==> src/rtl/drive_pkg.sv <==
// ----------------------------------------------------------------------------
// drive_pkg
//   Shared types and constants for the drive move controller.
//   - state_t        : move sequencer states
//   - done_status_t  : completion codes reported with the done pulse
//   - SPEED_W        : width of the motor speed bus (0..127, PWM period 100)
// ----------------------------------------------------------------------------
package drive_pkg;

  localparam int SPEED_W = 7;

  typedef enum logic [2:0] {
    ST_IDLE      = 3'd0,
    ST_CLEAR     = 3'd1,
    ST_RAMP_UP   = 3'd2,
    ST_CRUISE    = 3'd3,
    ST_RAMP_DOWN = 3'd4,
    ST_DONE      = 3'd5,
    ST_FAULT     = 3'd6
  } state_t;

  typedef enum logic [1:0] {
    DS_REACHED = 2'd0,
    DS_ABORTED = 2'd1,
    DS_STALLED = 2'd2
  } done_status_t;

endpackage

==> src/rtl/speed_ramp.sv <==
// ----------------------------------------------------------------------------
// speed_ramp
//   Motor speed register with a step-interval tick counter. The sequencer
//   tells it what to do each cycle; it owns the speed value and the timing
//   of the +1/-1 steps.
//
//   i_clk       : clock, rising edge
//   i_rst_n     : synchronous active-low reset (speed 0, counter 0)
//   i_zero      : force speed to 0 (highest priority)
//   i_load_min  : load MIN_SPEED and restart the step interval
//   i_up        : count the interval, step +1 on expiry while below ceiling
//   i_down      : count the interval, step -1 on expiry while above MIN_SPEED
//   i_ceiling   : upper limit for up-steps (latched cruise speed)
//   o_speed     : registered motor speed
// ----------------------------------------------------------------------------
module speed_ramp
  import drive_pkg::*;
#(
  parameter int RAMP_TICKS = 500000,
  parameter int MIN_SPEED  = 10
) (
  input  logic               i_clk,
  input  logic               i_rst_n,
  input  logic               i_zero,
  input  logic               i_load_min,
  input  logic               i_up,
  input  logic               i_down,
  input  logic [SPEED_W-1:0] i_ceiling,
  output logic [SPEED_W-1:0] o_speed
);

  logic [31:0]        r_tick_cnt;
  logic [SPEED_W-1:0] r_speed;
  logic               w_tick;

  assign w_tick  = (r_tick_cnt == 32'(RAMP_TICKS - 1));
  assign o_speed = r_speed;

  always_ff @(posedge i_clk) begin
    if (!i_rst_n) begin
      r_tick_cnt <= '0;
      r_speed    <= '0;
    end else if (i_zero) begin
      r_tick_cnt <= '0;
      r_speed    <= '0;
    end else if (i_load_min) begin
      r_tick_cnt <= '0;
      r_speed    <= SPEED_W'(MIN_SPEED);
    end else if (i_up || i_down) begin
      if (w_tick) begin
        r_tick_cnt <= '0;
        if (i_up && (r_speed < i_ceiling))
          r_speed <= r_speed + 1'b1;
        else if (i_down && (r_speed > SPEED_W'(MIN_SPEED)))
          r_speed <= r_speed - 1'b1;
      end else begin
        r_tick_cnt <= r_tick_cnt + 32'd1;
      end
    end else begin
      // Not ramping: keep the interval parked at zero so the next ramp
      // state always starts with a full interval.
      r_tick_cnt <= '0;
    end
  end

endmodule

==> src/rtl/drive_move_controller.sv <==
// ----------------------------------------------------------------------------
// drive_move_controller
//   Sequences one closed-loop straight move: accept a command, pulse the
//   encoder reset, ramp speed up to cruise, ramp down near the target and
//   stop on target reached, abort or encoder stall.
//
//   CLOCK_50        : system clock, rising edge
//   rst_n           : synchronous active-low reset
//   cmd_valid/ready : command handshake (ready only in IDLE)
//   cmd_distance_cm : target distance in cm
//   cmd_speed       : requested cruise speed (clamped to MIN..MAX)
//   cmd_dir         : direction, latched for the move
//   abort           : level, stops an active move
//   fault_clr       : pulse, leaves FAULT
//   encoder_cm      : signed distance from the Drive block
//   motor_speed     : speed command to the Drive block
//   motor_dir       : direction to the Drive block
//   encoder_reset   : encoder clear to the Drive block
//   busy            : any state other than IDLE
//   done            : one-cycle pulse at end of move
//   done_status     : 0 reached, 1 aborted, 2 stalled (held until next done)
//   fault           : high while in FAULT
// ----------------------------------------------------------------------------
module drive_move_controller
  import drive_pkg::*;
#(
  parameter int RAMP_TICKS   = 500000,
  parameter int DECEL_CM     = 20,
  parameter int MIN_SPEED    = 10,
  parameter int MAX_SPEED    = 100,
  parameter int STALL_TICKS  = 50000000,
  parameter int CLEAR_CYCLES = 4
) (
  input  logic                CLOCK_50,
  input  logic                rst_n,
  input  logic                cmd_valid,
  output logic                cmd_ready,
  input  logic [15:0]         cmd_distance_cm,
  input  logic [SPEED_W-1:0]  cmd_speed,
  input  logic                cmd_dir,
  input  logic                abort,
  input  logic                fault_clr,
  input  logic signed [31:0]  encoder_cm,
  output logic [SPEED_W-1:0]  motor_speed,
  output logic                motor_dir,
  output logic                encoder_reset,
  output logic                busy,
  output logic                done,
  output logic [1:0]          done_status,
  output logic                fault
);

  // |encoder_cm| saturated to 16 bits; the 33-bit magnitude keeps -2^31 exact.
  function automatic logic [15:0] sat_dist(input logic signed [31:0] enc);
    logic [32:0] mag;
    mag = enc[31] ? (33'd0 - {1'b1, enc}) : {1'b0, enc};
    return (mag >= 33'd65535) ? 16'hFFFF : mag[15:0];
  endfunction

  function automatic logic [SPEED_W-1:0] clamp_speed(input logic [SPEED_W-1:0] s);
    if (s < SPEED_W'(MIN_SPEED))
      return SPEED_W'(MIN_SPEED);
    else if (s > SPEED_W'(MAX_SPEED))
      return SPEED_W'(MAX_SPEED);
    else
      return s;
  endfunction

  state_t             r_state;
  logic [15:0]        r_target;
  logic [SPEED_W-1:0] r_cruise;
  logic               r_dir;
  logic               r_enc_rst;
  logic               r_done;
  done_status_t       r_status;
  logic               r_fault;
  logic               r_busy;
  logic               r_ready;
  logic [31:0]        r_clr_cnt;
  logic [31:0]        r_stall_cnt;
  logic signed [31:0] r_enc_prev;

  logic [15:0]        w_dist;
  logic [15:0]        w_remaining;
  logic               w_reached;
  logic               w_decel;
  logic               w_enc_moved;
  logic               w_stall;
  logic               w_stop;
  logic               w_clear_end;
  logic               w_zero;
  logic               w_load_min;
  logic               w_up;
  logic               w_down;
  logic [SPEED_W-1:0] w_speed;

  assign w_dist      = sat_dist(encoder_cm);
  assign w_remaining = (r_target > w_dist) ? (r_target - w_dist) : 16'd0;
  assign w_reached   = (w_dist >= r_target);
  assign w_decel     = (w_remaining <= 16'(DECEL_CM));
  assign w_enc_moved = (encoder_cm != r_enc_prev);
  assign w_stall     = !w_enc_moved && (r_stall_cnt == 32'(STALL_TICKS - 1));
  // Priority abort > reached > stall is resolved where the status is chosen.
  assign w_stop      = abort || w_reached || w_stall;
  // Last settle cycle after the encoder reset pulse.
  assign w_clear_end = (r_clr_cnt == 32'(CLEAR_CYCLES + 1));

  // Ramp commands mirror the transitions taken in the sequencer below.
  always_comb begin
    w_zero     = 1'b0;
    w_load_min = 1'b0;
    w_up       = 1'b0;
    w_down     = 1'b0;
    case (r_state)
      ST_CLEAR: begin
        if (!abort && w_clear_end && (r_target != 16'd0))
          w_load_min = 1'b1;
        else
          w_zero = 1'b1;
      end
      ST_RAMP_UP: begin
        if (w_stop)
          w_zero = 1'b1;
        else if (!w_decel && (w_speed < r_cruise))
          w_up = 1'b1;
      end
      ST_CRUISE: begin
        if (w_stop)
          w_zero = 1'b1;
      end
      ST_RAMP_DOWN: begin
        if (w_stop)
          w_zero = 1'b1;
        else
          w_down = 1'b1;
      end
      default: w_zero = 1'b1;
    endcase
  end

  speed_ramp #(
    .RAMP_TICKS (RAMP_TICKS),
    .MIN_SPEED  (MIN_SPEED)
  ) u_speed_ramp (
    .i_clk      (CLOCK_50),
    .i_rst_n    (rst_n),
    .i_zero     (w_zero),
    .i_load_min (w_load_min),
    .i_up       (w_up),
    .i_down     (w_down),
    .i_ceiling  (r_cruise),
    .o_speed    (w_speed)
  );

  always_ff @(posedge CLOCK_50) begin
    if (!rst_n) begin
      r_state     <= ST_IDLE;
      r_target    <= '0;
      r_cruise    <= '0;
      r_dir       <= 1'b0;
      r_enc_rst   <= 1'b0;
      r_done      <= 1'b0;
      r_status    <= DS_REACHED;
      r_fault     <= 1'b0;
      r_busy      <= 1'b0;
      r_ready     <= 1'b0;
      r_clr_cnt   <= '0;
      r_stall_cnt <= '0;
      r_enc_prev  <= '0;
    end else begin
      r_done     <= 1'b0;
      r_enc_prev <= encoder_cm;
      case (r_state)
        ST_IDLE: begin
          r_ready <= 1'b1;
          r_busy  <= 1'b0;
          if (cmd_valid && r_ready) begin
            r_state   <= ST_CLEAR;
            r_ready   <= 1'b0;
            r_busy    <= 1'b1;
            r_target  <= cmd_distance_cm;
            r_cruise  <= clamp_speed(cmd_speed);
            r_dir     <= cmd_dir;
            r_enc_rst <= 1'b1;
            r_clr_cnt <= '0;
          end
        end

        ST_CLEAR: begin
          if (abort) begin
            r_state   <= ST_DONE;
            r_done    <= 1'b1;
            r_status  <= DS_ABORTED;
            r_enc_rst <= 1'b0;
          end else begin
            r_clr_cnt <= r_clr_cnt + 32'd1;
            if (r_clr_cnt == 32'(CLEAR_CYCLES - 1))
              r_enc_rst <= 1'b0;
            if (w_clear_end) begin
              if (r_target == 16'd0) begin
                r_state  <= ST_DONE;
                r_done   <= 1'b1;
                r_status <= DS_REACHED;
              end else begin
                r_state     <= ST_RAMP_UP;
                r_stall_cnt <= '0;
              end
            end
          end
        end

        ST_RAMP_UP, ST_CRUISE, ST_RAMP_DOWN: begin
          if (w_stop) begin
            r_state <= ST_DONE;
            r_done  <= 1'b1;
            if (abort)
              r_status <= DS_ABORTED;
            else if (w_reached)
              r_status <= DS_REACHED;
            else
              r_status <= DS_STALLED;
          end else begin
            if (w_enc_moved)
              r_stall_cnt <= '0;
            else
              r_stall_cnt <= r_stall_cnt + 32'd1;
            // Every state entry reloads the watchdog.
            if ((r_state != ST_RAMP_DOWN) && w_decel) begin
              r_state     <= ST_RAMP_DOWN;
              r_stall_cnt <= '0;
            end else if ((r_state == ST_RAMP_UP) && (w_speed >= r_cruise)) begin
              r_state     <= ST_CRUISE;
              r_stall_cnt <= '0;
            end
          end
        end

        ST_DONE: begin
          if (r_status == DS_STALLED) begin
            r_state <= ST_FAULT;
            r_fault <= 1'b1;
          end else begin
            r_state <= ST_IDLE;
            r_ready <= 1'b1;
            r_busy  <= 1'b0;
          end
        end

        ST_FAULT: begin
          if (fault_clr) begin
            r_state <= ST_IDLE;
            r_fault <= 1'b0;
            r_ready <= 1'b1;
            r_busy  <= 1'b0;
          end
        end

        default: begin
          r_state <= ST_IDLE;
          r_busy  <= 1'b0;
          r_fault <= 1'b0;
        end
      endcase
    end
  end

  assign cmd_ready     = r_ready;
  assign motor_speed   = w_speed;
  assign motor_dir     = r_dir;
  assign encoder_reset = r_enc_rst;
  assign busy          = r_busy;
  assign done          = r_done;
  assign done_status   = r_status;
  assign fault         = r_fault;

endmodule

==> config.mk <==
export PLATFORM = sky130hd
export DESIGN_NAME = drive_move_controller
export DESIGN_NICKNAME = d
export VERILOG_FILES = /design/src/rtl/drive_pkg.sv /design/src/rtl/speed_ramp.sv /design/src/rtl/drive_move_controller.sv
export SDC_FILE = /design/constraint.sdc
export NUM_CORES = 1
export LEC_CHECK = 0
export CAP_MARGIN = 30
export CELL_PAD_IN_SITES_DETAIL_PLACEMENT = 1
export CELL_PAD_IN_SITES_GLOBAL_PLACEMENT = 1
export CORE_MARGIN = 4
export CORE_UTILIZATION = 35
export DETAILED_ROUTE_END_ITERATION = 6
export GPL_ROUTABILITY_DRIVEN = 0
export PLACE_DENSITY_LB_ADDON = 0.1
export SLEW_MARGIN = 20
export SYNTH_ARGS = -nofsm -noshare
export SYNTH_HDL_FRONTEND = slang
export SYNTH_SLANG_ARGS = --single-unit
==> constraint.sdc <==
create_clock -name CLOCK_50 -period 18.29 [get_ports CLOCK_50]
set_input_delay 3.658 -clock CLOCK_50 [delete_from_list [all_inputs] [get_ports CLOCK_50]]
set_output_delay 3.658 -clock CLOCK_50 [all_outputs]
set_load 0.01 [all_outputs]
==> flow_summary.json, run 1 <==
{
  "worst-endpoint-arrival_ns": 11.58,
  "period_needed_ns": 11.21,
  "root_cell_of_the_clock_tree": "sky130_fd_sc_hd__clkbuf_16",
  "core_sq_mm": 0.0279,
  "final_hold_viol_count": 0,
  "async_flop_share_pct": 0,
  "num_vias": 9017,
  "startpoint": "encoder_cm[1]",
  "drc_errors": 0,
  "totalWireLength_um": 29300,
  "worst_hold_path.endpoint": "r_cruise[4]",
  "timing.critical_path.slowest_stage_cell": "sky130_fd_sc_hd__nor4_4",
  "netlist-cell-type-count": 77,
  "syn-instance-count": 1259,
  "grt_setup_unrepaired": "no",
  "synth-seq-cells": 169,
  "worst-slew-pin-transition_ns": 0.939,
  "drive_gt1_share_pct": 4.62,
  "ant_nets": 0,
  "grt.overflow.total": 0,
  "hold_depth": 2,
  "irDropWorstVdd_mv": 0.0555,
  "critPathCaptureType": "flip-flop",
  "layout.cells.non_filler": 1699,
  "first_iter_violations": 297,
  "dpl-instance-area_sq_mm": 0.0110,
  "hp-start": "r_cruise[4]",
  "cts.htree.levels": 4,
  "fmax_ghz": 0.0892,
  "synth_nets": 1355,
  "cts.path.max_buffers": 2,
  "critical_path_class": "in -> reg",
  "maxSlewViolCount": 0,
  "first_global_vias": 9072,
  "tritoncts.num_buffers": 17,
  "rows": 61,
  "dpl.hpwl_um": 21900,
  "final_core_utilization_pct": 41.7,
  "cts.repair_timing.setup_buffer_count": 0,
  "hold_path_class": "reg -> reg",
  "place_inst": 1667,
  "finalHoldWorstSlack_ns": 0.453,
  "synth-warning-count": 0,
  "nets": 1404,
  "synth-main-ff-cell": "sky130_fd_sc_hd__dfxtp_1",
  "outcome": "complete, no violations",
  "synth-edff-count": 0,
  "p_leak_nw": 4.04,
  "postLayoutCellArea_sq_mm": 0.0116,
  "wl_per_cell_um": 17.2,
  "cts.reportedPaths.clkPinSlew_ns": 0.08,
  "max_capacitance_violation_total": 0,
  "insertion_delay_ns": 0.45,
  "antenna_cells": 0,
  "crit_path_max_incr_delay_ns": 0.71,
  "crit-reg2reg-capture": "u_speed_ramp.o_speed[6]",
  "startpoint_type": "input pin",
  "clkSinkCount": 169,
  "path_max_fanout": 16,
  "proportion_of_netlist_area_held_by_the_largest_area_contributor_pct": 34.2,
  "areaGrowthSynthToFinish_pct": 17.3,
  "cts-hold-fix-buffers": 0,
  "initial_utilization_pct": 35.5,
  "die_area_sq_mm": 0.0310,
  "sequential_to_total_area_share_from_yosys_stat_pct": 34.2,
  "cts_tree": "yes",
  "die_width_um": 176,
  "grt_first_pass_wirelength_um": 47600,
  "grt_antenna_before_repair": 0,
  "io_buffers": 75,
  "grt_max_degree": 45,
  "yosysTopAreaCell": "sky130_fd_sc_hd__dfxtp_1",
  "power_density_mw_per_mm2": 88.8,
  "r2r_setup_slk_ns": 13.07,
  "vias_per_cell": 5.31,
  "setup_violations": 0,
  "final.period_utilization_pct": 61.3,
  "syn-cell-area_sq_mm": 0.00989,
  "tns_ns": 0,
  "drt_pass1_iterations": 4,
  "yosys-top-cells-area": "sky130_fd_sc_hd__dfxtp_1, sky130_fd_sc_hd__xor2_1, sky130_fd_sc_hd__nor2_1",
  "overall_global_routing_usage_pct": 18.8,
  "max-slew-margin-rel_pct": 37.2,
  "io_pins": 76,
  "die_h_um": 176,
  "worst_ep_required_ns": 18.66,
  "clock_skew_ns": 0.0168,
  "reg2reg_from": "r_target[0]",
  "postCtsResizedCells": 0,
  "post_synth.cell_area_avg_sq_um": 7.86,
  "r2r.worst_path.cells": 22
}
worst max-delay path by stage:
| stage | cells after the start | slack (ns) | end |
|---|---|---|---|
| after detailed placement | 31 | 6.66 | u_speed_ramp.o_speed[6] |
| final | 31 | 7.08 | u_speed_ramp.o_speed[6] |
| after global routing | 29 | 6.49 | u_speed_ramp.o_speed[6] |
| after global placement | 31 | 6.97 | u_speed_ramp.o_speed[6] |
| after CTS | 31 | 7.10 | u_speed_ramp.o_speed[6] |
| after floorplan | 32 | 8.46 | u_speed_ramp.o_speed[6] |
synthesized netlist by cell type (4+ instances only):
library cell	number
sky130_fd_sc_hd__nand2b_1	5
sky130_fd_sc_hd__buf_2	9
sky130_fd_sc_hd__o22ai_1	8
sky130_fd_sc_hd__dfxtp_1	169
sky130_fd_sc_hd__a211oi_1	4
sky130_fd_sc_hd__nor3_1	40
sky130_fd_sc_hd__o31ai_1	5
sky130_fd_sc_hd__a21o_1	7
sky130_fd_sc_hd__and3_1	18
sky130_fd_sc_hd__xor2_1	80
sky130_fd_sc_hd__and4_1	10
sky130_fd_sc_hd__o211a_1	5
sky130_fd_sc_hd__nor4_1	37
sky130_fd_sc_hd__a31oi_1	4
sky130_fd_sc_hd__nand2_1	144
sky130_fd_sc_hd__nand3_1	48
sky130_fd_sc_hd__o21ai_1	6
sky130_fd_sc_hd__o21ai_0	38
sky130_fd_sc_hd__mux2i_1	5
sky130_fd_sc_hd__nand4_1	35
sky130_fd_sc_hd__nor2b_1	10
sky130_fd_sc_hd__clkbuf_1	42
sky130_fd_sc_hd__inv_1	37
sky130_fd_sc_hd__nor2_1	175
sky130_fd_sc_hd__or3_1	19
sky130_fd_sc_hd__o21a_1	4
sky130_fd_sc_hd__xnor2_1	65
sky130_fd_sc_hd__o211ai_1	10
sky130_fd_sc_hd__ha_1	33
sky130_fd_sc_hd__and2_1	44
sky130_fd_sc_hd__a21oi_1	66
cell type report:
cell class              instances  area [sq um]
clock buffers                  17           425
clock inverters                15           209
fillers                      3366         16300
inverters                      38           143
multi-input cells             998          6160
flip-flops and latches        169          3380
well taps                     378           473
repair buffers                 84           815
worst max-delay path, delay by kind of cell:
family	cells	cell delay [ns]
AO/OA/AOI/OAI	12	2.59
buffers and inverters	4	1.00
adder cells (fa/ha/maj)	3	0.83
AND/OR/NAND/NOR	12	3.49
through the flow:
step / power (mW) / worst slack, ns
finish: 1.03 / 7.08
global route: 1.09 / 6.49
CTS: 1.04 / 7.10
detailed placement: 0.652 / 6.66
global placement: 0.650 / 6.97
floorplan: 0.567 / 8.46
sequential cells by signal, indices dropped and copies added (netlist names):
signal	count
r_stall_cnt	32
done	1
busy	1
done_status	2
u_speed_ramp.o_speed	7
r_state	3
r_cruise	7
r_enc_prev	32
cmd_ready	1
motor_dir	1
r_target	16
u_speed_ramp.r_tick_cnt	32
encoder_reset	1
fault	1
r_clr_cnt	32
layer usage:
layer,routed length [um],global-route usage [%],up-vias
met5,0,0,-
met1,14200,25.3,4396
met3,731,3.02,22
li1,-,-,4506
met2,14100,32.1,93
met4,295,3.87,0
power breakdown:
part           switching [mW]  total, mW  internal [mW]
clock                   0.197      0.388          0.191
combinational           0.152      0.236         0.0840
sequential             0.0214      0.407          0.385
total                   0.371       1.03          0.660
cells by family (layout without fill, tap and decap cells):
kind of cell / after synthesis / after routing / share of synthesized area (%)
buf+inv: 92 / 154 / 3.64
mux: 6 / 6 / 0.620
xor+xnor: 145 / 145 / 12.8
simple gates: 610 / 610 / 30.6
fa+ha+maj: 35 / 35 / 4.58
compound gates: 202 / 202 / 13.5
flops: 169 / 169 / 34.2
layout by cell type, fill, tap and decap left out, drive strengths merged, types with 10 or more instances in the layout:
| cell type | synthesis | final |
|---|---|---|
| nand3 | 48 | 48 |
| nand4 | 35 | 35 |
| nor3 | 41 | 41 |
| nor2 | 176 | 176 |
| xnor2 | 65 | 65 |
| ha | 33 | 33 |
| clkdlybuf4s50 | 0 | 75 |
| nor4 | 39 | 39 |
| and3 | 18 | 18 |
| o21ai | 45 | 45 |
| a21oi | 66 | 66 |
| and2 | 44 | 44 |
| clkbuf | 42 | 17 |
| nand2 | 144 | 144 |
| or3 | 20 | 20 |
| inv | 37 | 45 |
| and4 | 10 | 10 |
| o211ai | 10 | 10 |
| dfxtp | 169 | 169 |
| xor2 | 80 | 80 |
| nor2b | 10 | 10 |
Power figures use the tool's default switching activity.
==> run 2, diff against run 1 <==
clock period = 10.9 ns   (was 18.29 ns; I/O delays follow)
==> flow_summary.json, run 2 (synthesized netlist as in run 1, its figures left out) <==
{
  "outcome": "complete, no violations",
  "clock_skew_ns": 0.0139,
  "die_width_um": 176,
  "cts.repair_timing.setup_buffer_count": 0,
  "tns_ns": 0,
  "antenna_cells": 0,
  "final.period_utilization_pct": 87.3,
  "rows": 61,
  "grt_first_pass_wirelength_um": 47800,
  "overall_global_routing_usage_pct": 18.8,
  "crit_path_max_incr_delay_ns": 0.68,
  "dpl.hpwl_um": 21900,
  "cts.path.max_buffers": 2,
  "io_buffers": 75,
  "die_h_um": 176,
  "cts.reportedPaths.clkPinSlew_ns": 0.07,
  "period_needed_ns": 9.52,
  "maxSlewViolCount": 0,
  "areaGrowthSynthToFinish_pct": 17.4,
  "first_global_vias": 9092,
  "place_ws_ns": 0.946,
  "num-fill-cells": 3387,
  "p_leak_nw": 4.05,
  "core_sq_mm": 0.0279,
  "first_iter_violations": 453,
  "drt_pass1_iterations": 5,
  "hold_path_class": "reg -> reg",
  "clkSinkCount": 169,
  "grt_antenna_before_repair": 0,
  "ant_nets": 0,
  "worst-slew-pin-transition_ns": 0.755,
  "totalWireLength_um": 28700,
  "tritoncts.num_buffers": 17,
  "nets": 1406,
  "crit-reg2reg-capture": "u_speed_ramp.o_speed[6]",
  "io_pins": 76,
  "max_capacitance_violation_total": 0,
  "grt_setup_unrepaired": "no",
  "num_vias": 8912,
  "fmax_ghz": 0.105,
  "grt_max_degree": 45,
  "insertion_delay_ns": 0.43,
  "wl_per_cell_um": 16.9,
  "worst_ep_required_ns": 11.25,
  "grt.overflow.total": 0,
  "drc_errors": 0,
  "postCtsResizedCells": 0,
  "path_max_fanout": 16,
  "final_hold_viol_count": 0,
  "reg2reg_from": "r_target[0]",
  "final_critical_path_setup_slack_ns": 1.38,
  "die_area_sq_mm": 0.0310,
  "design_power_total_mw": 1.74,
  "critical_path_class": "in -> reg",
  "cts.htree.levels": 4,
  "timing.critical_path.slowest_stage_cell": "sky130_fd_sc_hd__nor4_4",
  "max-slew-margin-rel_pct": 49.0,
  "vias_per_cell": 5.24,
  "r2r.worst_path.cells": 22,
  "irDropWorstVdd_mv": 0.0743,
  "initial_utilization_pct": 35.5,
  "setup_violations": 0,
  "root_cell_of_the_clock_tree": "sky130_fd_sc_hd__clkbuf_16",
  "final_cell_mix": "sky130_fd_sc_hd__nor2_1, sky130_fd_sc_hd__dfxtp_1, sky130_fd_sc_hd__nand2_1",
  "startpoint_type": "input pin",
  "power_density_mw_per_mm2": 149,
  "cts_tree": "yes",
  "critPathCaptureType": "flip-flop",
  "r2r_setup_slk_ns": 5.86,
  "startpoint": "encoder_cm[1]",
  "drive_gt1_share_pct": 4.76,
  "most_common_cell_after_layout_fill_and_taps_aside": "sky130_fd_sc_hd__nor2_1",
  "cts-hold-fix-buffers": 0,
  "worst-endpoint-arrival_ns": 9.87,
  "worst_setup_path_endpoint": "u_speed_ramp.o_speed[6]"
}
## run 2: where the power goes
group / switching (mW) / internal, mW
registers: 0.0356 / 0.647
logic: 0.255 / 0.145
clock network: 0.299 / 0.354
total: 0.590 / 1.14
## run 2: worst min-delay path by stage
stage,cells after the start,slack [ns],startpoint,to
6_report,2,0.45,r_cruise[4],r_cruise[4]
5_1_grt,2,0.48,r_cruise[4],r_cruise[4]
4_1_cts,2,0.46,r_cruise[4],r_cruise[4]
3_5_place_dp,2,0.45,r_cruise[4],r_cruise[4]
3_3_place_gp,2,0.44,r_cruise[4],r_cruise[4]
2_1_floorplan,1,0.43,u_speed_ramp.r_tick_cnt[0],u_speed_ramp.r_tick_cnt[0]
## run 2: per-layer routing
layer  vias to the layer above  wire length (um)  track usage (%)
met1                      4302             13900             25.2
met4                         0               285             4.29
li1                       4506                 -                -
met3                        20               579             3.00
met5                         -                 0                0
met2                        84             13900             32.0
## run 2: area by class of cell
class | count | area [sq um] | area share, %
repair buffers | 86 | 830 | 7.15
inverters | 38 | 143 | 1.23
well taps | 378 | 473 | 4.07
clock buffers | 17 | 425 | 3.66
flip-flops and latches | 169 | 3380 | 29.1
clock inverters | 15 | 200 | 1.72
multi-input cells | 998 | 6160 | 53.0
## run 2: per-stage QoR
step | area [sq um] | util [%] | hold WS, ns | std cells
CTS | 11600 | 41.7 | 0.456 | 1701
finish | 11600 | 41.7 | 0.450 | 1701
global route | 11600 | 41.7 | 0.479 | 1701
floorplan | 9890 | - | 0.430 | 1259
global placement | 11000 | 39.4 | 0.440 | 1668
detailed placement | 11000 | 39.4 | 0.446 | 1669
## run 2: worst max-delay path: cells and delay by family
family,cells,cell delay [ns]
buf+inv,4,0.95
simple gates,12,3.34
compound gates,12,2.52
fa+ha+maj,3,0.85
==> run 3, diff against run 2 <==
SKIP_LAST_GASP = 1   (was default)
==> results of run 3 <==
Final layout, timing and power as in run 2 (identical DEF).
